### src/rtl/instruction_fetch_if.sv
// Fetch-stage bus bundle: synchronous instruction-memory port plus the
// valid/ready hand-off to decode. master = fetch stage, slave = memory/decode side.
interface instruction_fetch_if;
  logic        imem_en;
  logic [31:0] imem_addr;
  logic [31:0] imem_rdata;
  logic [31:0] instruction;
  logic [31:0] pc_plus4;
  logic        valid_out;
  logic        ready_in;

  modport master (
    output imem_en, imem_addr, instruction, pc_plus4, valid_out,
    input  imem_rdata, ready_in
  );

  modport slave (
    input  imem_en, imem_addr, instruction, pc_plus4, valid_out,
    output imem_rdata, ready_in
  );
endinterface

### src/rtl/instruction_fetch.sv
// MIPS32 instruction fetch: PC, 1-cycle-latency imem requests, out register with
// one-entry skid, branch/jump redirect. IFETCH_PERF_EN adds stall/redirect counters.
module instruction_fetch #(
  parameter logic [31:0] RESET_PC = 32'h0000_0000
) (
  input  logic                clk,
  input  logic                reset,
  instruction_fetch_if.master bus,
  input  logic                branch_taken,
  input  logic [15:0]         branch_imm,
  input  logic                jump,
  input  logic [25:0]         jump_addr,
  input  logic [31:0]         redirect_pc4
`ifdef IFETCH_PERF_EN
  ,
  output logic [31:0]         stall_cycles,
  output logic [31:0]         redirect_count
`endif
);

  typedef enum logic [1:0] {
    BOOT = 2'd0,
    RUN  = 2'd1,
    HELD = 2'd2
  } state_e;

  state_e      state_q, state_d;
  logic [31:0] pc_q, pc_d;
  logic        inflight_q, inflight_d;
  logic [31:0] instr_q, instr_d;
  logic [31:0] pc4_q, pc4_d;
  logic        valid_q, valid_d;
  logic [31:0] skid_word_q, skid_word_d;
  logic [31:0] skid_pc4_q, skid_pc4_d;
  logic        skid_full_q, skid_full_d;

  logic        redirect_s;
  logic        req_s;
  logic        accept_s;
  logic        out_free_s;
  logic        stall_s;
  logic [31:0] target_s;

  // Redirect target and request/accept qualifiers
  always_comb begin
    redirect_s = branch_taken || jump;
    if (jump) begin
      target_s = {redirect_pc4[31:28], jump_addr, 2'b00};
    end else begin
      target_s = redirect_pc4 + {{14{branch_imm[15]}}, branch_imm, 2'b00};
    end
    req_s      = !reset && !skid_full_q && !(valid_q && !bus.ready_in && inflight_q);
    accept_s   = valid_q && bus.ready_in;
    out_free_s = !valid_q || accept_s;
    stall_s    = valid_q && !bus.ready_in;
  end

  // PC, out register and skid next-state; pc_q is always the returning word's PC+4
  always_comb begin
    pc_d        = pc_q;
    inflight_d  = inflight_q;
    instr_d     = instr_q;
    pc4_d       = pc4_q;
    valid_d     = valid_q;
    skid_word_d = skid_word_q;
    skid_pc4_d  = skid_pc4_q;
    skid_full_d = skid_full_q;
    if (redirect_s) begin
      pc_d        = target_s;
      valid_d     = 1'b0;
      skid_full_d = 1'b0;
      inflight_d  = 1'b0;
    end else begin
      if (req_s) begin
        pc_d = pc_q + 32'd4;
      end else begin
        pc_d = pc_q;
      end
      inflight_d = req_s;
      if (out_free_s) begin
        if (skid_full_q) begin
          instr_d     = skid_word_q;
          pc4_d       = skid_pc4_q;
          valid_d     = 1'b1;
          skid_full_d = inflight_q;
          if (inflight_q) begin
            skid_word_d = bus.imem_rdata;
            skid_pc4_d  = pc_q;
          end else begin
            skid_word_d = skid_word_q;
            skid_pc4_d  = skid_pc4_q;
          end
        end else if (inflight_q) begin
          instr_d = bus.imem_rdata;
          pc4_d   = pc_q;
          valid_d = 1'b1;
        end else begin
          valid_d = 1'b0;
        end
      end else if (inflight_q) begin
        skid_word_d = bus.imem_rdata;
        skid_pc4_d  = pc_q;
        skid_full_d = 1'b1;
      end else begin
        skid_full_d = skid_full_q;
      end
    end
  end

  // Fetch sequencing state
  always_comb begin
    state_d = state_q;
    if (redirect_s) begin
      state_d = RUN;
    end else begin
      case (state_q)
        BOOT: begin
          if (req_s) state_d = RUN;
          else       state_d = BOOT;
        end
        RUN: begin
          if (stall_s) state_d = HELD;
          else         state_d = RUN;
        end
        HELD: begin
          if (bus.ready_in) state_d = RUN;
          else              state_d = HELD;
        end
        default: state_d = BOOT;
      endcase
    end
  end

  always_ff @(posedge clk) begin
    if (reset) begin
      state_q     <= BOOT;
      pc_q        <= RESET_PC;
      inflight_q  <= 1'b0;
      instr_q     <= 32'h0000_0000;
      pc4_q       <= 32'h0000_0000;
      valid_q     <= 1'b0;
      skid_word_q <= 32'h0000_0000;
      skid_pc4_q  <= 32'h0000_0000;
      skid_full_q <= 1'b0;
    end else begin
      state_q     <= state_d;
      pc_q        <= pc_d;
      inflight_q  <= inflight_d;
      instr_q     <= instr_d;
      pc4_q       <= pc4_d;
      valid_q     <= valid_d;
      skid_word_q <= skid_word_d;
      skid_pc4_q  <= skid_pc4_d;
      skid_full_q <= skid_full_d;
    end
  end

  assign bus.imem_en     = req_s;
  assign bus.imem_addr   = pc_q;
  assign bus.instruction = instr_q;
  assign bus.pc_plus4    = pc4_q;
  assign bus.valid_out   = valid_q;

`ifdef IFETCH_PERF_EN
  logic [31:0] stall_cnt_q, stall_cnt_d;
  logic [31:0] redir_cnt_q, redir_cnt_d;

  // Saturating performance counters
  always_comb begin
    if (stall_s && (stall_cnt_q != 32'hFFFF_FFFF)) begin
      stall_cnt_d = stall_cnt_q + 32'd1;
    end else begin
      stall_cnt_d = stall_cnt_q;
    end
    if (redirect_s && (redir_cnt_q != 32'hFFFF_FFFF)) begin
      redir_cnt_d = redir_cnt_q + 32'd1;
    end else begin
      redir_cnt_d = redir_cnt_q;
    end
  end

  always_ff @(posedge clk) begin
    if (reset) begin
      stall_cnt_q <= 32'h0000_0000;
      redir_cnt_q <= 32'h0000_0000;
    end else begin
      stall_cnt_q <= stall_cnt_d;
      redir_cnt_q <= redir_cnt_d;
    end
  end

  assign stall_cycles   = stall_cnt_q;
  assign redirect_count = redir_cnt_q;
`endif

endmodule

### src/flat_wrapper.sv
// flat-port wrapper written by rule: the top's interface ports become plain ports
module instruction_fetch_flat 
#(
  parameter logic [31:0] RESET_PC = 32'h0000_0000
)
  (clk, reset, branch_taken, branch_imm, jump, jump_addr, redirect_pc4, bus_imem_en, bus_imem_addr, bus_instruction, bus_pc_plus4, bus_valid_out, bus_imem_rdata, bus_ready_in);
  instruction_fetch_if bus_i ();
  input  logic clk;
  input  logic reset;
  input  logic branch_taken;
  input  logic [15:0] branch_imm;
  input  logic jump;
  input  logic [25:0] jump_addr;
  input  logic [31:0] redirect_pc4;
  output wire logic [$bits(bus_i.imem_en)-1:0] bus_imem_en;
  output wire logic [$bits(bus_i.imem_addr)-1:0] bus_imem_addr;
  output wire logic [$bits(bus_i.instruction)-1:0] bus_instruction;
  output wire logic [$bits(bus_i.pc_plus4)-1:0] bus_pc_plus4;
  output wire logic [$bits(bus_i.valid_out)-1:0] bus_valid_out;
  input wire logic [$bits(bus_i.imem_rdata)-1:0] bus_imem_rdata;
  input wire logic [$bits(bus_i.ready_in)-1:0] bus_ready_in;
  assign bus_imem_en = bus_i.imem_en;
  assign bus_imem_addr = bus_i.imem_addr;
  assign bus_instruction = bus_i.instruction;
  assign bus_pc_plus4 = bus_i.pc_plus4;
  assign bus_valid_out = bus_i.valid_out;
  assign bus_i.imem_rdata = bus_imem_rdata;
  assign bus_i.ready_in = bus_ready_in;
  instruction_fetch #(.RESET_PC(RESET_PC)) u_core (.clk(clk), .reset(reset), .bus(bus_i), .branch_taken(branch_taken), .branch_imm(branch_imm), .jump(jump), .jump_addr(jump_addr), .redirect_pc4(redirect_pc4));
endmodule
### config.mk
export PLATFORM = sky130hd
export DESIGN_NAME = instruction_fetch_flat
export DESIGN_NICKNAME = d
export VERILOG_FILES = /design/src/rtl/instruction_fetch_if.sv /design/src/rtl/instruction_fetch.sv /design/src/flat_wrapper.sv
export SDC_FILE = /design/constraint.sdc
export NUM_CORES = 1
export LEC_CHECK = 0
export CAP_MARGIN = 10
export CORE_MARGIN = 1
export CORE_UTILIZATION = 52
export CTS_BUF_LIST = sky130_fd_sc_hd__clkbuf_4
export DETAILED_ROUTE_END_ITERATION = 10
export PLACE_DENSITY = 0.8
export SYNTH_ARGS = -nofsm -noshare
export SYNTH_HDL_FRONTEND = slang
export SYNTH_SLANG_ARGS = --single-unit
### constraint.sdc
create_clock -name clk -period 3.2 [get_ports clk]
set_input_delay 0.64 -clock clk [delete_from_list [all_inputs] [get_ports clk]]
set_output_delay 0.64 -clock clk [all_outputs]
set_load 0.05 [all_outputs]
## Word-level counts from Yosys, hierarchy flattened

Cells that the tools add are included.

| word-level totals | value |
|---|---|
| register bits | 163 |
| bits of input ports | 111 |
| output and inout port bits | 98 |
| logic and storage cells | 48 |

| operators by class | value |
|---|---|
| add/subtract/negate cells | 2 |
| eq/ne operators | 1 |
| mux-type cells | 18 |
| bitwise operators | 1 |
| reduce and logical (&&, ||, !) cells | 18 |

Operator list:

| cell | count |
|---|---|
| 32-bit 2-to-1 mux | 13 |
| 32-bit by 3-bit adder with 32-bit output (second input constant) | 1 |
| 32-bit adder | 1 |
| 2-bit nonzero test | 3 |
| 1-bit logical AND | 5 |
| 1-bit logical NOT | 5 |
| 1-bit 2-to-1 mux | 5 |
| 3-bit AND reduction | 1 |
| 1-bit logical OR | 2 |
| 2-bit by 1-bit != test with 1-bit output (second input constant) | 1 |
| 2-bit AND reduction | 1 |
| 2-bit OR reduction | 1 |
| 1-bit NOT | 1 |

## Longest topological paths before layout

| depth | value |
|---|---|
| word-level depth | 7 |
| mapped depth | 11 |
| gate-level depth less buffers | 10 |

## Worst setup path before layout

OpenSTA, ideal clock, no wires.

| path | value |
|---|---|
| kind | input-to-reg |
| from | input branch_imm[0] |
| to | register u_core.pc_q[24] (netlist: u_core.bus.imem_addr[24]) |
| setup time | 132 ps |
| arrival | 2443 ps |
| required time | 3068 ps |
| setup slack | 625 ps |
| stages | 10 |
| buffers on the path | 0 |
| path through | ha_1 fa_1 a21oi_1 o211ai_1 o211ai_1 a21oi_1 o21ai_1 o21bai_1 xnor2_1 o32ai_1 |

| on the way | value |
|---|---|
| word-level cells in the longest chain between the ends | 3 |

RTL lines:

| item | line | text |
|---|---|---|
| start: declaration | flat_wrapper.sv:11 | `input logic [15:0] branch_imm;` |
| 32-bit adder | instruction_fetch.sv:50 | `target_s = redirect_pc4 + {{14{branch_imm[15]}}, branch_imm, 2'b00};` |
| 32-bit 2-to-1 mux | instruction_fetch.sv:47 | `if (jump) begin` |
| 32-bit 2-to-1 mux | instruction_fetch.sv:68 | `if (redirect_s) begin` |
| end signal: assignment | instruction_fetch.sv:147 | `pc_q <= pc_d;` |
| end: declaration | instruction_fetch.sv:28 | `logic [31:0] pc_q, pc_d;` |

No other way between the ends.
A chain may end at the register's enable or synchronous reset.

## Worst setup path in the final report

| path | value |
|---|---|
| from | register u_core.pc_q[12] (netlist: u_core.bus.imem_addr[12]) |
| to | output bus_imem_addr[12] |

RTL lines:

| item | line | text |
|---|---|---|
| end: declaration | flat_wrapper.sv:16 | `output wire logic [$bits(bus_i.imem_addr)-1:0] bus_imem_addr;` |

No word-level cell between the ends.

==> flow_metrics.tcl <==
set metrics [dict create \
    outcome "finished, final reports clean" \
    core_area_um2 16100 \
    io_pins 209 \
    synthCells 1072 \
    hpwl_um 17300 \
    cts_tree "built" \
    via_count 8498 \
    switchingPower_mw 1.41 \
    routed_wl_um 24200 \
    grt_pass1_wl_um 39300 \
    worst_pin_slew_ps 1120 \
    design.die.area_um2 17200 \
    die_y_um 131 \
    worstSkewPairLatency_ps 560 \
    synth_fp_nets 1214 \
    final_nets 1398 \
    skew_ps 17.9 \
    rows 46 \
    drc 0 \
    ctsResizeCount 0 \
    cap_violations 0 \
    busiest_layer "met2" \
    critPathKind "reg2out" \
    use_met3_pct 4.44 \
    slowest_delay_ps 910 \
    swShare_pct 29.7 \
    start_util_pct 53.9 \
    p_comb_share_pct 22.9 \
    fmax_ghz 0.372 \
    cp_max_fo 10 \
    min_period_ps 2690 \
    worst_slew_margin_rel_pct 25.7 \
    die_w_um 131 \
    synth_cell_type_count 71 \
    worst_setup_path_start_kind "flop" \
    grt_max_degree 155 \
    ant_nets 0 \
    synth-seq-cells 163 \
    track_usage_pct 27.9 \
    utilization_pct 70.8 \
    grtUsageMet1_pct 37.2 \
    synthToLayoutAreaGrowth_pct 31.4 \
    worstPathRequired_ps 2560 \
    clkTransAtPathRegs_ps 130 \
    arrival_ps 2050 \
    use_met2_pct 46.1 \
    synth-edff-count 0 \
    overflow 0 \
    p_total_mw 4.76 \
    internal_power_mw 3.34 \
    worstHoldPathType "reg2reg" \
    slew_violations 0 \
    vdd_ir_drop_max_mv 0.228 \
    root_buffer "clkbuf_4" \
    yosys_warnings 0 \
    seqCellArea_um2 3270 \
    cts_setup_buffers 0 \
    cp_slowest_cell "clkdlybuf4s50_1" \
    syn_area_um2 8680 \
    antenna_found_initial 1 \
    critPathTopFamily "buffers and inverters" \
    grt_pass1_vias 7855 \
    clkSinkCount 163 \
    rsz0062_at_grt "no" \
    p_per_area_nw_per_um2 417 \
    hold_viol 0 \
    synthTopCellsByArea "dfxtp_1 38%, mux2i_1 8.1%, nand2_1 7.3%" \
    synth-async-reset-ratio_pct 0 \
    drtIter0Drc 680 \
    cp.buffers_inverters 1 \
    endpoint_kind "output pin" \
    fillers 1342 \
    finalCritPeriodShare_pct 84.1 \
    cts_made_buffers 17 \
    h-tree-depth 4 \
    synth_top_area_cell "dfxtp_1" \
    wl_per_cell_um 16.3 \
    setup_violations 0 \
    crit_chain "clkdlybuf4s50_1" \
    via_per_inst 5.72 \
    dr.pass1.iters 6 \
    gp_congestion 0.933 \
    syn_avg_cell_area_um2 8.10 \
    multi_input_area_um2 5060 \
    p_clk_share_pct 31.5 \
    seq_area_frac_synth_pct 37.6 \
    leakage_nw 3.84 \
    drive_above_1_share_pct 7.18 \
    yosys.area.top_type_share_pct 37.6 \
    hold_buffers 0 \
    sequentialPowerShare_pct 45.6 \
    numPortBuffers 208 \
    cts_max_path_buffers 2 \
    synth-main-ff-cell "dfxtp_1" \
]
[cell type report]
type | instances | area share (%)
multi-input cells | 817 | 44.3
flip-flops and latches | 163 | 28.6
repair buffers | 245 | 21.1
well taps | 216 | 2.37
clock inverters | 13 | 2.04
clock buffers | 18 | 1.18
inverters | 12 | 0.395
diodes | 1 | 0.0219
[layout by cell type (no fill, tap or decap), drive strengths merged, types with 31 or more instances in the layout]
cell           synthesis  routed
mux2i                 70      70
nand2                169     169
dfxtp                163     163
nor2                 113     113
buf                   24      39
a211oi                73      73
nand3                 31      31
clkdlybuf4s50          0     206
a21oi                122     122
[cell families after synthesis]
logic type	synth area share, %
buf+inv	4.25
flops	37.6
simple gates	18.2
mux	8.07
compound gates	23.4
fa+ha+maj	4.55
xor+xnor	4.03
[per-stage QoR]
step                cell area (um2)  setup TNS [ps]  setup slack (ps)  hold WS [ps]  std cells
floorplan                      8680               0               625           436       1072
global placement              11000               0              62.0           441       1453
detailed placement            11000           -20.7             -8.01           446       1453
CTS                           11400               0               488           464       1484
global route                  11400               0               395           479       1485
finish                        11400               0               509           462       1485
[routing by layer]
layer	wire length, um	up-vias
li1	-	4208
met1	10800	3911
met2	11400	337
met3	1540	42
met4	435	0
met5	0	-
[worst paths after layout]
check	startpoint	to	slack, ps	depth (start not counted)
setup / recovery	u_core.bus.imem_addr[12]	bus_imem_addr[12]	510	1
hold / removal	u_core.skid_pc4_q[10]	u_core.skid_pc4_q[10]	460	2
setup reg to reg	u_core.bus.imem_addr[2]	u_core.bus.imem_addr[14]	630	9
hold reg to reg	u_core.skid_pc4_q[10]	u_core.skid_pc4_q[10]	460	2
[synthesized netlist by cell type (all sizes together), types with 12 or more instances]
cell	number
nand2	169
dfxtp	163
a21oi	122
nor2	113
a211oi	73
mux2i	70
clkbuf	56
nand3	31
ha	30
o21ai	30
xnor2	28
buf	24
nor3	18
nand4	13
xor2	12
[registers in the layout, indices dropped and copies added (netlist names)]
| register | flops |
|---|---|
| u_core.skid_pc4_q | 32 |
| u_core.inflight_q | 1 |
| u_core.bus.valid_out | 1 |
| u_core.bus.pc_plus4 | 32 |
| u_core.skid_full_q | 1 |
| u_core.bus.instruction | 32 |
| u_core.bus.imem_addr | 32 |
| u_core.skid_word_q | 32 |
[power by group through the flow]
stage                     registers [mW]  logic [mW]  clock network, mW
after CTS                           2.17        1.08               1.53
final                               2.17        1.09               1.50
after global placement              2.21        1.07                  0
after floorplan                     2.36       0.498                  0
after global routing                2.18        1.17               1.62
after detailed placement            2.21        1.08                  0
[worst reg2reg max path, stage by stage (launching register included)]
cell and delay, ps:
dfxtp_1 540, ha_1 320, nand4_1 190, nor2_1 230
and3_1 300, nand3_1 120, xor2_1 170, o311ai_1 260
o221ai_1 220, a21oi_1 160
(Power assumes the default switching activity.)
